<file path="config.mk">
export PLATFORM = sky130hd
export DESIGN_NAME = axil_slave_regfile
export DESIGN_NICKNAME = d
export VERILOG_FILES = /design/src/rtl/axil_slave_regfile_pkg.sv /design/src/rtl/axil_slave_regfile_wr.sv /design/src/rtl/axil_slave_regfile.sv
export SDC_FILE = /design/constraint.sdc
export NUM_CORES = 1
export LEC_CHECK = 0
export ABC_CLOCK_PERIOD_IN_PS = 3200
export CELL_PAD_IN_SITES_DETAIL_PLACEMENT = 0
export CELL_PAD_IN_SITES_GLOBAL_PLACEMENT = 1
export CORE_MARGIN = 3
export CORE_UTILIZATION = 42
export CTS_CLUSTER_SIZE = 24
export DETAILED_ROUTE_END_ITERATION = 10
export GPL_TIMING_DRIVEN = 0
export PLACE_DENSITY = 0.84
export SYNTH_ARGS = -nofsm -noshare
export SYNTH_HDL_FRONTEND = slang
export SYNTH_HIERARCHICAL = 1
export SYNTH_SLANG_ARGS = --single-unit
export TNS_END_PERCENT = 20
</file>
<file path="constraint.sdc">
create_clock -name aclk -period 3.2 [get_ports aclk]
set_input_delay 0.48 -clock aclk [delete_from_list [all_inputs] [get_ports aclk]]
set_output_delay 0.48 -clock aclk [all_outputs]
set_load 0.1 [all_outputs]
</file>
<file path="src/rtl/axil_slave_regfile_pkg.sv">
// Shared AXI-Lite response codes and channel FSM state types for the register-file slave.
package pkg_axil;

  localparam logic [1:0] AXI_OKAY   = 2'b00;
  localparam logic [1:0] AXI_SLVERR = 2'b10;
  localparam logic [1:0] AXI_DECERR = 2'b11;

  typedef enum logic {W_IDLE, W_RESP} wr_state_t;
  typedef enum logic {R_IDLE, R_DATA} rd_state_t;

endpackage

</file>
<file path="src/rtl/axil_slave_regfile_wr.sv">
// Write channel of the AXI-Lite register-file slave: latches AW and W beats independently,
// reports a one-cycle commit with target index/data/strobes, then drives the B response.
//
// state  | meaning
// W_IDLE | accepting AW and/or W; commits once both beats are present
// W_RESP | bvalid held with bresp until the master takes it
module axil_slave_regfile_wr
  import pkg_axil::*;
#(
  parameter int AXI_DATA_WIDTH = 32,
  parameter int AXI_ADDR_WIDTH = 32,
  parameter int NUM_REGS       = 16,
  localparam int STRB_W        = AXI_DATA_WIDTH / 8,
  localparam int IDX_W         = $clog2(NUM_REGS)
) (
  input  logic                      aclk,
  input  logic                      aresetn,
  input  logic [AXI_ADDR_WIDTH-1:0] s_axil_awaddr,
  input  logic                      s_axil_awvalid,
  output logic                      s_axil_awready,
  input  logic [AXI_DATA_WIDTH-1:0] s_axil_wdata,
  input  logic [STRB_W-1:0]         s_axil_wstrb,
  input  logic                      s_axil_wvalid,
  output logic                      s_axil_wready,
  output logic [1:0]                s_axil_bresp,
  output logic                      s_axil_bvalid,
  input  logic                      s_axil_bready,
  output logic                      commit_o,
  output logic [IDX_W-1:0]          idx_o,
  output logic [AXI_DATA_WIDTH-1:0] wdata_o,
  output logic [STRB_W-1:0]         wstrb_o,
  output logic                      err_o
);

  localparam int HI_W = AXI_ADDR_WIDTH - 2;
  localparam logic [HI_W-1:0] NUM_REGS_A = HI_W'(NUM_REGS);

  wr_state_t                 state_q, state_d;
  logic                      aw_held_q, aw_held_d;
  logic                      w_held_q, w_held_d;
  logic [HI_W-1:0]           awaddr_q, awaddr_d;
  logic [AXI_DATA_WIDTH-1:0] wdata_q, wdata_d;
  logic [STRB_W-1:0]         wstrb_q, wstrb_d;
  logic                      awready_q, awready_d;
  logic                      wready_q, wready_d;
  logic                      bvalid_q, bvalid_d;
  logic [1:0]                bresp_q, bresp_d;

  logic            aw_hs, w_hs, aw_have, w_have;
  logic [HI_W-1:0] cur_addr;
  logic            unused_awaddr_lsb;

  assign unused_awaddr_lsb = ^s_axil_awaddr[1:0];

  assign aw_hs   = s_axil_awvalid && awready_q;
  assign w_hs    = s_axil_wvalid && wready_q;
  assign aw_have = aw_held_q || aw_hs;
  assign w_have  = w_held_q || w_hs;

  // A beat accepted on the commit edge is used directly rather than via its holding register
  assign cur_addr = aw_held_q ? awaddr_q : s_axil_awaddr[AXI_ADDR_WIDTH-1:2];
  assign wdata_o  = w_held_q ? wdata_q : s_axil_wdata;
  assign wstrb_o  = w_held_q ? wstrb_q : s_axil_wstrb;
  assign idx_o    = cur_addr[IDX_W-1:0];
  assign err_o    = (cur_addr >= NUM_REGS_A);

  assign s_axil_awready = awready_q;
  assign s_axil_wready  = wready_q;
  assign s_axil_bvalid  = bvalid_q;
  assign s_axil_bresp   = bresp_q;

  always_comb begin
    state_d   = state_q;
    aw_held_d = aw_held_q;
    w_held_d  = w_held_q;
    awaddr_d  = awaddr_q;
    wdata_d   = wdata_q;
    wstrb_d   = wstrb_q;
    awready_d = awready_q;
    wready_d  = wready_q;
    bvalid_d  = bvalid_q;
    bresp_d   = bresp_q;
    commit_o  = 1'b0;
    case (state_q)
      W_IDLE: begin
        if (aw_hs) awaddr_d = s_axil_awaddr[AXI_ADDR_WIDTH-1:2];
        if (w_hs) begin
          wdata_d = s_axil_wdata;
          wstrb_d = s_axil_wstrb;
        end
        if (aw_have && w_have) begin
          commit_o  = 1'b1;
          state_d   = W_RESP;
          aw_held_d = 1'b0;
          w_held_d  = 1'b0;
          awready_d = 1'b0;
          wready_d  = 1'b0;
          bvalid_d  = 1'b1;
          bresp_d   = err_o ? AXI_SLVERR : AXI_OKAY;
        end else begin
          aw_held_d = aw_have;
          w_held_d  = w_have;
          awready_d = !aw_have;
          wready_d  = !w_have;
        end
      end
      W_RESP: begin
        if (s_axil_bready) begin
          state_d   = W_IDLE;
          bvalid_d  = 1'b0;
          awready_d = 1'b1;
          wready_d  = 1'b1;
        end
      end
      default: state_d = W_IDLE;
    endcase
  end

  always_ff @(posedge aclk or negedge aresetn) begin
    if (!aresetn) begin
      state_q   <= W_IDLE;
      aw_held_q <= 1'b0;
      w_held_q  <= 1'b0;
      awaddr_q  <= '0;
      wdata_q   <= '0;
      wstrb_q   <= '0;
      awready_q <= 1'b0;
      wready_q  <= 1'b0;
      bvalid_q  <= 1'b0;
      bresp_q   <= AXI_OKAY;
    end else begin
      state_q   <= state_d;
      aw_held_q <= aw_held_d;
      w_held_q  <= w_held_d;
      awaddr_q  <= awaddr_d;
      wdata_q   <= wdata_d;
      wstrb_q   <= wstrb_d;
      awready_q <= awready_d;
      wready_q  <= wready_d;
      bvalid_q  <= bvalid_d;
      bresp_q   <= bresp_d;
    end
  end

endmodule

</file>
<file path="src/rtl/axil_slave_regfile.sv">
// AXI-Lite slave with NUM_REGS read/write registers exported to user logic, plus a write-notify strobe.
//
// state  | meaning
// R_IDLE | arready high, waiting for a read address
// R_DATA | rvalid held with rdata/rresp until the master takes it
module axil_slave_regfile
  import pkg_axil::*;
#(
  parameter int AXI_DATA_WIDTH = 32,
  parameter int AXI_ADDR_WIDTH = 32,
  parameter int NUM_REGS       = 16
) (
  input  logic                               aclk,
  input  logic                               aresetn,
  input  logic [AXI_ADDR_WIDTH-1:0]          s_axil_awaddr,
  input  logic                               s_axil_awvalid,
  output logic                               s_axil_awready,
  input  logic [AXI_DATA_WIDTH-1:0]          s_axil_wdata,
  input  logic [AXI_DATA_WIDTH/8-1:0]        s_axil_wstrb,
  input  logic                               s_axil_wvalid,
  output logic                               s_axil_wready,
  output logic [1:0]                         s_axil_bresp,
  output logic                               s_axil_bvalid,
  input  logic                               s_axil_bready,
  input  logic [AXI_ADDR_WIDTH-1:0]          s_axil_araddr,
  input  logic                               s_axil_arvalid,
  output logic                               s_axil_arready,
  output logic [AXI_DATA_WIDTH-1:0]          s_axil_rdata,
  output logic [1:0]                         s_axil_rresp,
  output logic                               s_axil_rvalid,
  input  logic                               s_axil_rready,
  output logic [NUM_REGS*AXI_DATA_WIDTH-1:0] reg_q,
  output logic                               reg_wr_stb,
  output logic [$clog2(NUM_REGS)-1:0]        reg_wr_idx
);

  localparam int STRB_W = AXI_DATA_WIDTH / 8;
  localparam int IDX_W  = $clog2(NUM_REGS);
  localparam int HI_W   = AXI_ADDR_WIDTH - 2;
  localparam logic [HI_W-1:0] NUM_REGS_A = HI_W'(NUM_REGS);

  logic [AXI_DATA_WIDTH-1:0] regs_q [NUM_REGS];

  logic                      wr_commit, wr_err;
  logic [IDX_W-1:0]          wr_idx;
  logic [AXI_DATA_WIDTH-1:0] wr_data;
  logic [STRB_W-1:0]         wr_strb;
  logic                      wr_stb_q;
  logic [IDX_W-1:0]          wr_idx_q;

  axil_slave_regfile_wr #(
    .AXI_DATA_WIDTH(AXI_DATA_WIDTH),
    .AXI_ADDR_WIDTH(AXI_ADDR_WIDTH),
    .NUM_REGS      (NUM_REGS)
  ) u_wr (
    .aclk          (aclk),
    .aresetn       (aresetn),
    .s_axil_awaddr (s_axil_awaddr),
    .s_axil_awvalid(s_axil_awvalid),
    .s_axil_awready(s_axil_awready),
    .s_axil_wdata  (s_axil_wdata),
    .s_axil_wstrb  (s_axil_wstrb),
    .s_axil_wvalid (s_axil_wvalid),
    .s_axil_wready (s_axil_wready),
    .s_axil_bresp  (s_axil_bresp),
    .s_axil_bvalid (s_axil_bvalid),
    .s_axil_bready (s_axil_bready),
    .commit_o      (wr_commit),
    .idx_o         (wr_idx),
    .wdata_o       (wr_data),
    .wstrb_o       (wr_strb),
    .err_o         (wr_err)
  );

  always_ff @(posedge aclk or negedge aresetn) begin
    if (!aresetn) begin
      for (int i = 0; i < NUM_REGS; i++) regs_q[i] <= '0;
    end else if (wr_commit && !wr_err) begin
      for (int b = 0; b < STRB_W; b++) begin
        if (wr_strb[b]) regs_q[wr_idx][8*b +: 8] <= wr_data[8*b +: 8];
      end
    end
  end

  always_ff @(posedge aclk or negedge aresetn) begin
    if (!aresetn) begin
      wr_stb_q <= 1'b0;
      wr_idx_q <= '0;
    end else begin
      wr_stb_q <= wr_commit && !wr_err;
      if (wr_commit && !wr_err) wr_idx_q <= wr_idx;
    end
  end

  assign reg_wr_stb = wr_stb_q;
  assign reg_wr_idx = wr_idx_q;

  for (genvar g = 0; g < NUM_REGS; g++) begin : g_export
    assign reg_q[g*AXI_DATA_WIDTH +: AXI_DATA_WIDTH] = regs_q[g];
  end

  rd_state_t                 rd_state_q, rd_state_d;
  logic                      arready_q, arready_d;
  logic                      rvalid_q, rvalid_d;
  logic [AXI_DATA_WIDTH-1:0] rdata_q, rdata_d;
  logic [1:0]                rresp_q, rresp_d;

  logic            ar_hs, ar_err;
  logic [HI_W-1:0] ar_hi;
  logic            unused_araddr_lsb;

  assign unused_araddr_lsb = ^s_axil_araddr[1:0];
  assign ar_hi  = s_axil_araddr[AXI_ADDR_WIDTH-1:2];
  assign ar_err = (ar_hi >= NUM_REGS_A);
  assign ar_hs  = s_axil_arvalid && arready_q;

  // regs_q is sampled before this edge's write lands, so a same-edge collision returns the old value
  always_comb begin
    rd_state_d = rd_state_q;
    arready_d  = arready_q;
    rvalid_d   = rvalid_q;
    rdata_d    = rdata_q;
    rresp_d    = rresp_q;
    case (rd_state_q)
      R_IDLE: begin
        if (ar_hs) begin
          rd_state_d = R_DATA;
          arready_d  = 1'b0;
          rvalid_d   = 1'b1;
          rdata_d    = ar_err ? '0 : regs_q[ar_hi[IDX_W-1:0]];
          rresp_d    = ar_err ? AXI_SLVERR : AXI_OKAY;
        end else begin
          arready_d = 1'b1;
        end
      end
      R_DATA: begin
        if (s_axil_rready) begin
          rd_state_d = R_IDLE;
          rvalid_d   = 1'b0;
          arready_d  = 1'b1;
        end
      end
      default: rd_state_d = R_IDLE;
    endcase
  end

  always_ff @(posedge aclk or negedge aresetn) begin
    if (!aresetn) begin
      rd_state_q <= R_IDLE;
      arready_q  <= 1'b0;
      rvalid_q   <= 1'b0;
      rdata_q    <= '0;
      rresp_q    <= AXI_OKAY;
    end else begin
      rd_state_q <= rd_state_d;
      arready_q  <= arready_d;
      rvalid_q   <= rvalid_d;
      rdata_q    <= rdata_d;
      rresp_q    <= rresp_d;
    end
  end

  assign s_axil_arready = arready_q;
  assign s_axil_rvalid  = rvalid_q;
  assign s_axil_rdata   = rdata_q;
  assign s_axil_rresp   = rresp_q;

endmodule

</file>
After elaboration in Yosys (flattened, before gate mapping):

Cells that the tools add are included.
W data, S select, Z words.

* bitwise gates (word level): 4
* reductions and logical operators: 17
* eq/ne operators: 4
* mux-type cells: 51
* magnitude comparators: 5

Operators by type and width (count)
* $mux W512: 7
* $bwmux W512: 4
* $demux W32 S4: 4
* $mux W32: 5
* $bmux W32 S4: 1
* $ge A30 B5 Y1 const B: 2
* $mux W30: 1
* $mux W24: 1
* $mux W1: 16
* $mux W16: 1
* $pmux W1 S2: 7
* $reduce_and A2 Y1: 6
* $ge A5 B5 Y1 const B: 2
* $not A4 Y5: 2
* $mux W8: 1
* $logic_and A1 B1 Y1: 6
* $ne A2 B2 Y1 const B: 3
* $lt A5 B1 Y1 const B: 1
* $mux W2: 2
* $mux W4: 1
* $logic_not A1 Y1: 3
* $logic_or A1 B1 Y1: 2
* $ne A2 B1 Y1 const B: 1
* $not A1 Y1: 2

* bits of input ports: 107
* register bits after elaboration: 628
* word-level logic and storage cells: 114
* output and inout port bits: 558

Longest topological paths before layout:

* depth in word-level cells: 17
* depth in mapped cells: 11

By module:

Netlist, hierarchy kept.

Modules (own cells, without submodules)
* axil_slave_regfile: instances 1, cells an instance 1539, area each 25015.2 µm², sequential area each 13838.3 µm²
* axil_slave_regfile_wr: instances 1, cells an instance 238, area each 3400.8 µm², sequential area each 1826.8 µm²

Worst setup path after synthesis:

OpenSTA, ideal clock, no wires.

* path type: reg-to-reg
* start point: register u_wr.awready_q (netlist: u_wr/s_axil_awready)
* end point: register regs_q (netlist bit reg_q[482])
* data required time: 3074 ps
* stages on the path, launching flop included: 8
* buffers on the path: 1
* slack: 330 ps
* data arrival time: 2745 ps
* cells stage by stage: dfrtp_1 -> a21oi_1 -> a211oi_2 -> and2b_1 -> buf_6 -> nand2_2 -> nor2_2 -> mux2_2

* word-level cells in the longest chain between the ends: 6

Ends and longest elaborated chain
* from (decl): line axil_slave_regfile_wr.sv:44 `logic awready_q, awready_d;`
* from (signal assigned): line axil_slave_regfile_wr.sv:138 `awready_q <= awready_d;`
* $logic_and A1 B1 Y1: line axil_slave_regfile_wr.sv:55 `assign aw_hs = s_axil_awvalid && awready_q;`
* $logic_or A1 B1 Y1: line axil_slave_regfile_wr.sv:57 `assign aw_have = aw_held_q || aw_hs;`
* $logic_and A1 B1 Y1: line axil_slave_regfile_wr.sv:91 `if (aw_have && w_have) begin`
* $mux W1: line axil_slave_regfile_wr.sv:91
* $mux W1: line axil_slave_regfile_wr.sv:84 `case (state_q)`
* net wr_commit: line axil_slave_regfile.sv:44 `logic wr_commit, wr_err;`
* $logic_and A1 B1 Y1: line axil_slave_regfile.sv:78 `end else if (wr_commit && !wr_err) begin`
* to (signal, indexed assignment): line axil_slave_regfile.sv:80 `if (wr_strb[b]) regs_q[wr_idx][8*b +: 8] <= wr_data[8*b +: 8];`
* to (decl): line axil_slave_regfile.sv:42 `logic [AXI_DATA_WIDTH-1:0] regs_q [NUM_REGS];`

The timed path passes the listed nets, and every way through them passes these cells.
A chain may end at the register's enable or synchronous reset.

Worst setup path in the final report:

* start point: register u_wr.awaddr_q[22]
* end point: register regs_q (netlist bit reg_q[135])

* word-level cells in the longest chain between the ends: 4

Ends and longest elaborated chain
* from (decl): line axil_slave_regfile_wr.sv:41 `logic [HI_W-1:0] awaddr_q, awaddr_d;`
* from (signal assigned): line axil_slave_regfile_wr.sv:135 `awaddr_q <= awaddr_d;`
* $mux W30: line axil_slave_regfile_wr.sv:61 `assign cur_addr = aw_held_q ? awaddr_q : s_axil_awaddr[AXI_ADDR_WIDTH-1:2];`
* $ge A30 B5 Y1: line axil_slave_regfile_wr.sv:65 `assign err_o = (cur_addr >= NUM_REGS_A);`
* net wr_err: line axil_slave_regfile.sv:44
* $logic_not A1 Y1: line axil_slave_regfile.sv:78
* $logic_and A1 B1 Y1: line axil_slave_regfile.sv:78

The timed path passes the listed nets, and every way through them passes these cells.

==> parameters.txt <==
Parameter                              Value

Critical path
  Master of the slowest instance on the critical path    sky130_fd_sc_hd__or4_4
  Biggest fanout along the worst timing path    10
  Setup crit end kind    flip-flop
  Class of the most critical setup path    flip-flop to flip-flop
  Worst EP required    3670 ps
  Most frequent cell on the critical path    sky130_fd_sc_hd__nand2_1
  Cell type group with the largest total delay on the critical path    simple AND/OR/NAND/NOR gates
  Crit path buf inv count    1
  Register-to-register setup slack    2 ps
  Delay of the slowest cell on the worst path    550 ps
  Startpoint type of the worst setup path    flip-flop
  Arrival @ worst endpoint    3670 ps
  CP Cell Sequence    or4_4 > o41ai_4 > nand2_1 > and2b_2 > and2_1 > buf_2 > nand2_1 > mux2_2

Finish
  Share of final-layout standard cells stronger than drive strength 1    34.0%
  Non-filler instance count after layout    3436
  Fill cell total of the finished layout    5228
  Most common cell after layout, fill and taps aside    sky130_fd_sc_hd__clkdlybuf4s50_1
  Post-layout net count    2621
  Commonest cells after routing, fill and taps aside    sky130_fd_sc_hd__clkdlybuf4s50_1 (655), sky130_fd_sc_hd__dfrtp_1 (626), sky130_fd_sc_hd__mux2_2 (563), sky130_fd_sc_hd__mux4_2 (91)
  Reg area    15700 sq um
  Post-Route Utilization    58.3%
  Synthesis-to-layout area growth    36.1%
  Multi-input gate area    12100 sq um

Yosys
  Synthesis-stage register bit count    626
  Most used flip-flop cell after synthesis    sky130_fd_sc_hd__dfrtp_1
  Sequential share of the synthesized area    55.1%
  Count of warnings emitted by yosys    6
  Ys async rst share    100%
  Post-synthesis instance total    1777
  Average footprint of a synthesized cell    16.0 sq um
  Post-Syn Area    28400 sq um
  Post-synthesis cell type count    45
  Biggest area consumer among synthesized cells    sky130_fd_sc_hd__dfrtp_1
  Largest cells by area after synthesis    sky130_fd_sc_hd__dfrtp_1 (55%), sky130_fd_sc_hd__mux2_2 (22%), sky130_fd_sc_hd__mux4_2 (7.2%), sky130_fd_sc_hd__mux4_1 (3.4%), sky130_fd_sc_hd__mux2_1 (2.3%)
  Number of synthesized flops with an enable pin    0
  Total nets after synthesis    1884
  Synth top area share    55.1%

Clock network
  Maximum buffer depth of the clock tree    3
  Clock root cell    sky130_fd_sc_hd__clkbuf_16
  Clock Latency Late Sink    610 ps
  Clock buffer count from CTS    70
  Clock tree from TritonCTS    built
  Number of sinks handled by clock tree synthesis    626
  Clock-pin slew of the registers on the worst-case setup and hold paths    60 ps
  H-tree levels    3

Floorplanning
  Row count    94
  Die boundary width    266 microns
  Area of the die    70800 sq um
  Vertical die dimension    266 microns
  Starting utilization of the core area    42.8%
  Top-level I/O count    665
  Core area    66300 sq um

Pwr
  Clock network power share    40.5%
  Internal power component    0.0145 W
  Fraction of power consumed by sequential logic    42.2%
  Sw Ratio    29.0%
  Reported net switching power    0.00595 W
  Logic pwr share    17.2%
  Pwr Density    530 nW/um^2
  Pleak    18.0 nW
  Worst vdd rail ir drop    0.412 mV

Timing
  Maximum clock skew at final layout    24.9 ps
  Remaining max-slew budget at the tightest pin    16.8%
  Setup violation total in the final timing report    0
  RSZ-0062 raised after global routing    true
  FMAX    313 MHz
  Smallest hold slack    488 ps
  Slew at the pin with the worst max-slew slack    1250 ps
  Post-route setup slack    1.80 ps
  Post-route minimum period    3200 ps
  Final-report max-slew violation count    0
  Tcrit/Tclk final    99.9%
  Count of endpoints failing hold in the final timing report    0

Placed design
  Pre-CTS setup slack    -741 ps
  Routability Congestion    0.885
  Input/output buffers    656
  Detailed Place HPWL    79400 microns
  Placed Cells    3302

Global routing
  Layer with the highest usage after global routing    met2
  Global Route met2 Usage    51.8%
  First-pass GRT wire length    156000 microns
  Antenna violations before repair    8
  Via count of the first global-routing pass    21300
  Total track usage    30.7%
  Grt met3 use    8.22%
  Global-route congestion overflow total    0
  Fraction of met1 tracks used by global routing    37.8%
  Pin count of the biggest net entering global routing    127

Route
  Post-DR wirelength/cell    32.0 microns
  Number of vias per cell    5.87
  Iteration-0 DRC count of the detailed router    1620
  Detailed-route via count    20200
  Final Routed Wirelength    110000 microns
  Pre-Repair DR Iteration Count    5
  DRC    0
  Final ANT Viol Nets    0

Run
  Reported max-cap violation count    0

Status
  Status    finished, final reports clean

Hold path
  Classification of the worst-slack hold path    input port to async pin
==> Yosys cell counts, drive strengths merged, types with 2 or more instances <==
| cell type | count |
|---|---|
| dfrtp | 626 |
| mux2 | 622 |
| mux4 | 128 |
| nand2 | 91 |
| a22oi | 64 |
| buf | 55 |
| clkbuf | 54 |
| nor2 | 33 |
| a22o | 32 |
| nor4 | 15 |
| nor3 | 10 |
| and2 | 6 |
| a21oi | 5 |
| inv | 5 |
| nand2b | 4 |
| nand4 | 4 |
| or2 | 4 |
| a21o | 2 |
| conb | 2 |
| nand3b | 2 |
| nor2b | 2 |
| o21ai | 2 |
| or4 | 2 |
==> flip-flops by register name, summed over array words and instances (netlist names) <==
signal / count
reg_q: 512
s_axil_rdata: 32
u_wr/wdata_q: 32
u_wr/awaddr_q: 30
reg_wr_idx: 4
u_wr/wstrb_q: 4
rd_state_q: 1
reg_wr_stb: 1
s_axil_arready: 1
s_axil_rresp: 1
s_axil_rvalid: 1
u_wr/aw_held_q: 1
u_wr/s_axil_awready: 1
u_wr/s_axil_bresp: 1
u_wr/s_axil_bvalid: 1
u_wr/s_axil_wready: 1
u_wr/state_q: 1
u_wr/w_held_q: 1
==> through the flow <==
| step | TNS (ps) | total power (W) | area (sq um) |
|---|---|---|---|
| 5_1_grt | -731 | 0.0212 | 38700 |
| 2_1_floorplan | 0 | 0.0109 | 28400 |
| 4_1_cts | 0 | 0.0206 | 38600 |
| 6_report | 0 | 0.0205 | 38700 |
| 3_3_place_gp | - | 0.0122 | 36100 |
| 3_5_place_dp | -154430 | 0.0123 | 36200 |
==> power groups by stage <==
stage | Sequential, W | Combinational [W] | Clock [W]
2_1_floorplan | 0.00891 | 0.00198 | 0
3_3_place_gp | 0.00878 | 0.00339 | 0
3_5_place_dp | 0.00878 | 0.00352 | 0
4_1_cts | 0.00863 | 0.00353 | 0.00842
5_1_grt | 0.00869 | 0.00377 | 0.00875
6_report | 0.00865 | 0.00353 | 0.00830
==> logic make-up after synthesis <==
family          count (synthesis)  synth area share (%)
mux                           750                  35.3
flops                         626                  55.1
simple gates                  176                  3.99
buf+inv                       114                  2.52
compound gates                109                  3.05
other cells                     2                0.0264
==> final timing paths <==
check,end,depth (start not counted),start
worst max-delay path,reg_q[135],8,u_wr/awaddr_q[22]
worst min-delay path,reg_q[193],2,aresetn
worst max register to register,reg_q[135],8,u_wr/awaddr_q[22]
worst min register to register,u_wr/wdata_q[3],1,u_wr/wdata_q[3]
max in group asynchronous,reg_q[52],5,aresetn
min in group aclk,u_wr/wdata_q[3],1,u_wr/wdata_q[3]
==> metal layers <==
metal / up-vias / wire [microns]
li1: 8219 / -
met1: 10800 / 42400
met2: 912 / 54500
met3: 223 / 8620
met4: 4 / 4410
met5: - / 24
==> cell type report <==
class | instances | area share (%)
Inverter | 5 | 0.0485
Clock inverter | 27 | 0.977
Tap cell | 864 | 2.80
Buffer | 109 | 1.81
Sequential cell | 626 | 40.5
Multi-Input combinational cell | 1037 | 31.2
Antenna cell | 6 | 0.0388
Clock buffer | 97 | 5.06
Timing Repair Buffer | 665 | 17.5
==> timing repair <==
| item | CTS | global route |
|---|---|---|
| hold buffers | 1 | 0 |
| gates resized for setup | 6 | 3 |
| setup buffers | 2 | 1 |
| hold endpoints to repair | 105 | 0 |
| pin swaps | 1 | 1 |
| setup endpoints to repair | 84 | 68 |
(Power assumes the default switching activity.)
